**src/rtl/pipe_hazard_scoreboard_pkg.sv**
```systemverilog
// Shared constants and the delay-line tag type for the pipeline issue scoreboard.
// The tag width follows SEL_W here; the top's SEL_W/NREG parameters must keep these defaults.
package pipe_hazard_scoreboard_pkg;

    localparam int SEL_W = 5;
    localparam int NREG  = 2 ** SEL_W;

    typedef struct packed {
        logic             valid;
        logic [SEL_W-1:0] rd;
    } wb_tag_t;

endpackage

```
**src/rtl/pipe_wb_delay_line.sv**
```systemverilog
// WB_LATENCY-deep shift of write-back tags; the last stage is the retiring write.
// Synchronous clear on rst or flush empties every stage.
module pipe_wb_delay_line
    import pipe_hazard_scoreboard_pkg::*;
#(
    parameter int DEPTH = 2
) (
    input  logic    clk,
    input  logic    rst,
    input  logic    clear,
    input  wb_tag_t in_tag,
    output wb_tag_t out_tag,
    output logic    any_valid
);

    wb_tag_t line [DEPTH];

    // NOTE: every stage is reset, not just the valid bits, so retire_sel reads 0 after reset.
    // NOTE: non-blocking assignments make all stages shift from their pre-edge values.
    always_ff @(posedge clk) begin
        if (rst || clear) begin
            for (int i = 0; i < DEPTH; i++) begin
                line[i] <= '0;
            end
        end else begin
            line[0] <= in_tag;
            for (int k = 1; k < DEPTH; k++) begin
                line[k] <= line[k-1];
            end
        end
    end

    assign out_tag = line[DEPTH-1];

    always_comb begin
        any_valid = 1'b0;
        for (int i = 0; i < DEPTH; i++) begin
            any_valid = any_valid | line[i].valid;
        end
    end

endmodule

```
**src/rtl/pipe_hazard_scoreboard.sv**
```systemverilog
// Issue controller: holds back RAW/WAW hazards until the conflicting write retires.
// Optional counters: define PIPE_SCOREBOARD_STATS_EN to add stall_count and issue_count.
module pipe_hazard_scoreboard #(
    parameter int NREG       = pipe_hazard_scoreboard_pkg::NREG,
    parameter int SEL_W      = pipe_hazard_scoreboard_pkg::SEL_W,
    parameter int WB_LATENCY = 2
) (
    input  logic             clk,
    input  logic             rst,
    input  logic             in_valid,
    input  logic [SEL_W-1:0] in_rs1,
    input  logic [SEL_W-1:0] in_rs2,
    input  logic [SEL_W-1:0] in_rd,
    input  logic             in_we,
    input  logic             flush,
    output logic             in_ready,
    output logic             issue,
    output logic             retire_valid,
    output logic [SEL_W-1:0] retire_sel,
    output logic [NREG-1:0]  pending,
    output logic             busy
`ifdef PIPE_SCOREBOARD_STATS_EN
    ,
    output logic [31:0]      stall_count,
    output logic [31:0]      issue_count
`endif
);

    import pipe_hazard_scoreboard_pkg::wb_tag_t;

    logic            hazard;
    logic [NREG-1:0] pending_nxt;
    wb_tag_t         new_tag;
    wb_tag_t         last_tag;

    // A retiring register still counts as pending this cycle, so no bypass from retirement.
    assign hazard   = in_valid & (pending[in_rs1] | pending[in_rs2] | (in_we & pending[in_rd]));
    assign in_ready = ~rst & ~flush & ~hazard;
    assign issue    = in_valid & in_ready;

    assign new_tag.valid = issue & in_we;
    assign new_tag.rd    = in_rd;

    pipe_wb_delay_line #(
        .DEPTH (WB_LATENCY)
    ) u_delay (
        .clk       (clk),
        .rst       (rst),
        .clear     (flush),
        .in_tag    (new_tag),
        .out_tag   (last_tag),
        .any_valid (busy)
    );

    assign retire_valid = last_tag.valid;
    assign retire_sel   = last_tag.rd;

    // NOTE: default assignment first keeps this combinational block latch-free.
    always_comb begin
        pending_nxt = pending;
        if (retire_valid) begin
            pending_nxt[retire_sel] = 1'b0;
        end
        // Set after clear: a new write to the retiring register keeps its bit high.
        if (issue && in_we && (in_rd != '0)) begin
            pending_nxt[in_rd] = 1'b1;
        end
    end

    always_ff @(posedge clk) begin
        if (rst || flush) begin
            pending <= '0;
        end else begin
            pending <= pending_nxt;
        end
    end

`ifdef PIPE_SCOREBOARD_STATS_EN
    // Counters survive flush and saturate rather than wrap.
    always_ff @(posedge clk) begin
        if (rst) begin
            stall_count <= '0;
            issue_count <= '0;
        end else begin
            if (in_valid && !in_ready && !flush && (stall_count != '1)) begin
                stall_count <= stall_count + 32'd1;
            end
            if (issue && (issue_count != '1)) begin
                issue_count <= issue_count + 32'd1;
            end
        end
    end
`endif

endmodule
```
**config.mk**
```make
export PLATFORM = sky130hd
export DESIGN_NAME = pipe_hazard_scoreboard
export DESIGN_NICKNAME = d
export VERILOG_FILES = /design/src/rtl/pipe_hazard_scoreboard_pkg.sv /design/src/rtl/pipe_wb_delay_line.sv /design/src/rtl/pipe_hazard_scoreboard.sv
export SDC_FILE = /design/constraint.sdc
export NUM_CORES = 1
export LEC_CHECK = 0
export CAP_MARGIN = 10
export CORE_ASPECT_RATIO = 0.7
export CORE_MARGIN = 2
export CORE_UTILIZATION = 40
export DETAILED_ROUTE_END_ITERATION = 8
export GPL_TIMING_DRIVEN = 0
export PLACE_DENSITY = 0.66
export SYNTH_ARGS = -nofsm -noshare
export SYNTH_HDL_FRONTEND = slang
export SYNTH_SLANG_ARGS = --single-unit
```
**constraint.sdc**
```tcl
create_clock -name clk -period 7.1 [get_ports clk]
set_clock_uncertainty 0.05 [all_clocks]
set_input_delay 1.42 -clock clk [delete_from_list [all_inputs] [get_ports clk]]
set_output_delay 1.42 -clock clk [all_outputs]
set_load 0.02 [all_outputs]
```
==> impl_metrics.yaml, run 1 <==
drt:
  wl_mm: 9.32
  ant_nets: 0
  vias: 2803
  drtPass1Iterations: 5
  wire_per_inst_um: 20.6
  post_drt_via_cell_ratio: 6.20
  drc: 0
  drt_iter0_markers: 237
synthesis:
  ys_seq_area_share_pct: 32.8
  synth_xor_area_share_pct: 0
  syn_nets: 316
  synth-adder-area-share_pct: 0
  synth_edf_count: 0
  ys.flop_type: "dfxtp_1"
  synth_top_family_by_area: "compound AO/OA/AOI/OAI gates"
  synth-seq-cells: 44
  syn_inst: 296
  syn_avg_cell_area_um2: 9.08
  syn_area_mm2: 0.00269
  synthArstFlopShare_pct: 0
  synth_simple_gate_area_share_pct: 20.2
  synth_compound_area_share_pct: 22.3
  yosys_warnings: 0
  synth.distinct_cells: 37
  synthMuxAreaShare_pct: 19.7
floorplanning:
  die_w_um: 102
  row_count: 24
  initial_core_util_pct: 42.2
  ios: 61
  die_area_mm2: 0.00740
  die_y_um: 72.6
  coreArea_mm2: 0.00637
global_route:
  grt_max_degree: 16
  grt_pass1_wl_mm: 14.6
  grt_pass1_vias: 2631
  grt_usage_pct: 26.1
  grt-ovfl-total: 0
  antenna_found_initial: 0
sta:
  finalSetupTns_ns: 0
  final-setup-viol-count: 0
  setup_ws_ns: 1.09
  tightest_slew_ns: 0.868
  drv_slew: 0
  fmax_ghz: 0.166
  fin_crit_sh_pct: 84.7
  rsz0062_at_grt: "no"
  max-slew-margin-rel_pct: 42.0
  hold_viol_final: 0
  finalCriticalPeriod_ns: 6.01
layout:
  fin_nets: 380
  final_area_mm2: 0.00346
  mostFrequentLayoutCell: "clkdlybuf4s50_1"
  nFillCells: 617
  n_antenna_cell: 0
  drive_gt1_share_pct: 10.8
  final_core_util_pct: 54.4
  areaGrowthSynthToFinish_pct: 28.8
  mostFrequentLayoutCells: "clkdlybuf4s50_1 (57), dfxtp_1 (44), o211ai_1 (33)"
clock_tree:
  cts_buffers: 5
  cts_resized: 0
  clockBufferDepth: 2
  post_cts.repair.setup_buffers: 0
  cts_htree_levels: 2
  clkLatencyLatePin_ns: 0.31
  clkSlewWorstSetupHoldPaths_ns: 0.09
  cts_sinks: 44
  cts_hold_buf: 0
  cts_tree: "done"
  cts-root-buf: "clkbuf_8"
critical_path:
  worstSetupStartpointType: "primary input"
  worstPathArrival_ns: 4.54
  path_max_fanout: 10
  required_ns: 5.63
  path_class: "in -> out"
  cp-end-kind: "primary output"
power:
  peakVddDrop_v: 0.0000794
  p_leak_nw: 1.16
  power_density_mw_per_mm2: 142
placement:
  hpwl_mm: 6.91
  place_congestion: 0.937
  place_area_mm2: 0.00337
  place_ws_ns: 1.13
  portBuffers: 57
outcome:
  outcome: "finished clean"
run:
  cap_violations: 0
worst_hold_path:
  hold_class: "reg -> reg"
==> layer usage <==
| layer | global-route usage [%] | vias up | routed length, um |
|---|---|---|---|
| met5 | 0 | - | 0 |
| met4 | 6.81 | 0 | 76 |
| met3 | 3.93 | 9 | 939 |
| met2 | 37.6 | 180 | 3850 |
| met1 | 40.7 | 1350 | 4460 |
| li1 | - | 1264 | - |
==> final cells by class <==
class	instances	area, um2	share of cell area (%)
multi-input combinational	227	1670	48.3
sequential	44	881	25.4
timing repair buffer	57	571	16.5
buffer	22	124	3.58
tap	91	114	3.29
clock buffer	5	68.8	1.99
clock inverter	3	21.3	0.614
inverter	3	11.3	0.325
==> cells in the mapped netlist (4+ instances only) <==
| master | n | area [um2] |
|---|---|---|
| o21ai_0 | 12 | 60.1 |
| nand3_1 | 11 | 55.1 |
| a21oi_1 | 5 | 25.0 |
| o21ai_1 | 5 | 25.0 |
| or3_1 | 5 | 31.3 |
| nor2b_1 | 4 | 25.0 |
| nor3_1 | 4 | 20.0 |
| a22oi_1 | 4 | 30.0 |
| nand2_1 | 22 | 82.6 |
| nor2_1 | 17 | 63.8 |
| o211ai_1 | 33 | 248 |
| nand3b_1 | 9 | 67.6 |
| o31ai_1 | 15 | 113 |
| mux2i_1 | 27 | 270 |
| buf_4 | 6 | 45.0 |
| dfxtp_1 | 44 | 881 |
| nand2b_1 | 5 | 31.3 |
| or2_2 | 5 | 31.3 |
| clkbuf_1 | 11 | 41.3 |
| mux4_2 | 11 | 248 |
| and2_1 | 12 | 75.1 |
==> power by group <==
group | total, W | switching [W] | internal (W)
Combinational | 0.0000762 | 0.0000458 | 0.0000304
Sequential | 0.000250 | 0.00000186 | 0.000249
Clock | 0.000164 | 0.0000938 | 0.0000699
==> critical path, cell delays in order <==
cell and delay [ns]:
clkdlybuf4s50_1 0.57, buf_6 0.21, mux4_2 0.51, mux2_2 0.28
nand3b_1 0.09, nand4_1 0.15, or3_1 0.45, a211oi_1 0.20
clkdlybuf4s50_1 0.65
==> final timing paths <==
path / from / endpoint / slack, ns / cells after the start
setup / recovery: in_rs1[2] / issue / 1.09 / 9
hold / removal: u_delay.line[0][4]$_SDFF_PP0_ / u_delay.line[0][10]$_SDFF_PP0_ / 0.38 / 1
setup reg to reg: pending[29]$_SDFF_PP0_ / pending[14]$_SDFF_PP0_ / 4.38 / 8
hold reg to reg: u_delay.line[0][4]$_SDFF_PP0_ / u_delay.line[0][10]$_SDFF_PP0_ / 0.38 / 1
==> cell families after synthesis <==
logic type / after synthesis
and+or+nand+nor: 102
AOI/OAI and AO/OA: 86
DFF: 44
muxes: 39
buffers and inverters: 25
==> metrics by stage <==
step / instances / total power, W / hold slack, ns
floorplan: 296 / 0.000300 / 0.356
global placement: 444 / 0.000330 / 0.359
detailed placement: 444 / 0.000330 / 0.363
CTS: 452 / 0.000491 / 0.385
global route: 452 / 0.000509 / 0.412
finish: 452 / 0.000490 / 0.383
==> state kept, by name, summed over array words and instances, names as in the netlist <==
register,cells
pending,32
u_delay.line,12
No activity file was read; power rests on OpenSTA's default activity.
==> run 2: changes to the inputs <==
PLACE_DENSITY = 0.68   (was 0.66)
clock period = 5.4 ns   (was 7.1 ns; I/O delays follow)
==> run 2 against run 1 <==
Compared with the run above: sequential share of layout area fell by 0.25 points; hold slack improved by 0.0027 ns; flip-flop and latch count did not move; core utilization rose by 0.53 points; total power rose by 42%; final cell count did not move; non-clock buffer count did not move; critical path type unchanged; critical endpoint is now in_ready; largest power group unchanged; highest routed layer unchanged; first-iteration DRC count fell by 10%; worst setup slack got worse by 0.92 ns; clock power rose by 64%; combinational power rose by 30%; global-route usage barely moved.
==> impl_metrics.yaml, run 2 (synthesis results as in run 1) <==
layout:
  largest_register: "pending"
  mostFrequentLayoutCell: "clkdlybuf4s50_1"
  mostFrequentLayoutCells: "clkdlybuf4s50_1 (56), dfxtp_1 (44), o211ai_1 (33)"
  fin_cells: 452
  largest_register_ffs: 32
  areaGrowthSynthToFinish_pct: 30.1
  n_antenna_cell: 0
  top_regs: "pending: 32 flops, u_delay.line: 12 flops"
  fin_nets: 380
  drive_gt1_share_pct: 10.8
drt:
  dr_wl_met3_mm: 1.26
  dr.max_layer_used: "met4"
  drtPass1Iterations: 5
  post_drt_via_cell_ratio: 6.31
  vias: 2853
  wire_per_inst_um: 20.7
  drt_iter0_markers: 213
  wl_met2_mm: 3.81
  drc: 0
  wl_mm: 9.36
  drt-met1-wl_mm: 4.16
  ant_nets: 0
sta:
  finalSetupTns_ns: 0
  rsz0062_at_grt: "no"
  setup_ws_ns: 0.165
  tightest_slew_ns: 0.966
  max-slew-margin-rel_pct: 35.5
  hold_viol_final: 0
  finalCriticalPeriod_ns: 5.24
  final-setup-viol-count: 0
  fmax_ghz: 0.191
  drv_slew: 0
  fin_crit_sh_pct: 97.0
worst_hold_path:
  hold_class: "reg -> reg"
  min-delay-start: "u_delay.line[0][2]$_SDFF_PP0_"
floorplanning:
  coreArea_mm2: 0.00637
  ios: 61
  die_area_mm2: 0.00740
  die_w_um: 102
  row_count: 24
  initial_core_util_pct: 42.2
  die_y_um: 72.6
global_route:
  grt_usage_pct: 26.1
  grt-ovfl-total: 0
  grt_pass1_vias: 2607
  grt_pass1_wl_mm: 14.6
  grt_max_degree: 15
  antenna_found_initial: 0
power:
  peakVddDrop_v: 0.000155
  p_leak_nw: 1.20
  p_int_w: 0.000518
  pwr-share-clk_pct: 38.6
  power_density_mw_per_mm2: 199
  swShare_pct: 25.7
  pwr-share-seq_pct: 47.2
  power_switching_w: 0.000179
  comb_power_share_pct: 14.2
clock_tree:
  cts_sinks: 44
  cts_hold_buf: 0
  clkSlewWorstSetupHoldPaths_ns: 0.08
  cts_tree: "done"
  cts_htree_levels: 2
  clockBufferDepth: 2
  cts_buffers: 5
  clkLatencyLatePin_ns: 0.31
  cts-root-buf: "clkbuf_8"
run:
  cap_violations: 0
placement:
  portBuffers: 57
  place_inst: 444
  place_ws_ns: 0.124
  hpwl_mm: 6.88
  place_congestion: 0.936
critical_path:
  path_class: "in -> out"
  path_max_fanout: 10
  cp-startpoint: "in_rs1[2]"
  cp-end-kind: "primary output"
  required_ns: 4.27
  worstSetupStartpointType: "primary input"
  worstPathArrival_ns: 4.11
  worstReg2RegStart: "pending[29]$_SDFF_PP0_"
outcome:
  outcome: "finished clean"
[run 2: cell count changes in the layout (fill, tap and decap cells not counted)]
cell,change
bufinv_16,+1
clkbuf_8,+1
clkdlybuf4s50_1,-1
clkinv_2,-1
clkinv_4,+1
clkinvlp_4,-1
dlymetal6s2s_1,+1
inv_6,-1
[run 2: cell type report]
type,count,area [um2]
Buffer,22,124
Clock buffer,6,82.6
Clock inverter,2,38.8
Fill cell,586,2870
Inverter,3,11.3
Multi-Input combinational cell,227,1670
Sequential cell,44,881
Tap cell,91,114
Timing Repair Buffer,57,573
[run 2: stage by stage]
stage | cell area, um2 | total power (W) | utilization (%) | hold slack [ns]
after detailed placement | 3370 | 0.000434 | 53.0 | 0.364
final | 3500 | 0.000697 | 54.9 | 0.386
after global routing | 3500 | 0.000726 | 54.9 | 0.408
after floorplan | 2690 | 0.000394 | - | 0.356
after CTS | 3490 | 0.000699 | 54.9 | 0.384
after global placement | 3370 | 0.000433 | 53.0 | 0.358
[run 2: metal layers]
layer,track usage [%],up-vias
li1,-,1260
met1,40.0,1376
met2,36.8,204
met3,6.70,13
met4,5.63,0
met5,0,-
[run 2: worst max-delay path, cell delays in order]
cell and delay [ns]:
clkdlybuf4s50_1 0.57, buf_6 0.21, mux4_2 0.51, mux2_2 0.28, nand3b_1 0.09, nand4_1 0.13, or3_1 0.44, a21oi_1 0.18
clkdlybuf4s50_1 0.62
[run 2: path summary, 6_finish.rpt]
path	end	slack, ns	depth (start not counted)
worst min-delay path	u_delay.line[0][8]$_SDFF_PP0_	0.39	1
worst min register to register	u_delay.line[0][8]$_SDFF_PP0_	0.39	1
worst max-delay path	in_ready	0.16	9
worst max register to register	pending[14]$_SDFF_PP0_	2.74	8
[run 2: power by group through the flow]
stage / clock network [W] / registers [W] / logic [W]
after global placement: 0 / 0.000337 / 0.0000959
after global routing: 0.000289 / 0.000330 / 0.000107
after detailed placement: 0 / 0.000337 / 0.0000968
after CTS: 0.000272 / 0.000329 / 0.0000976
final: 0.000269 / 0.000329 / 0.0000991
after floorplan: 0 / 0.000336 / 0.0000578
[run 2: repair_timing]
item | in CTS | in global routing
setup endpoints to repair | 0 | 1
buffers inserted | 0 | 0
gates resized for setup | 0 | 1
hold endpoints to repair | 0 | 0
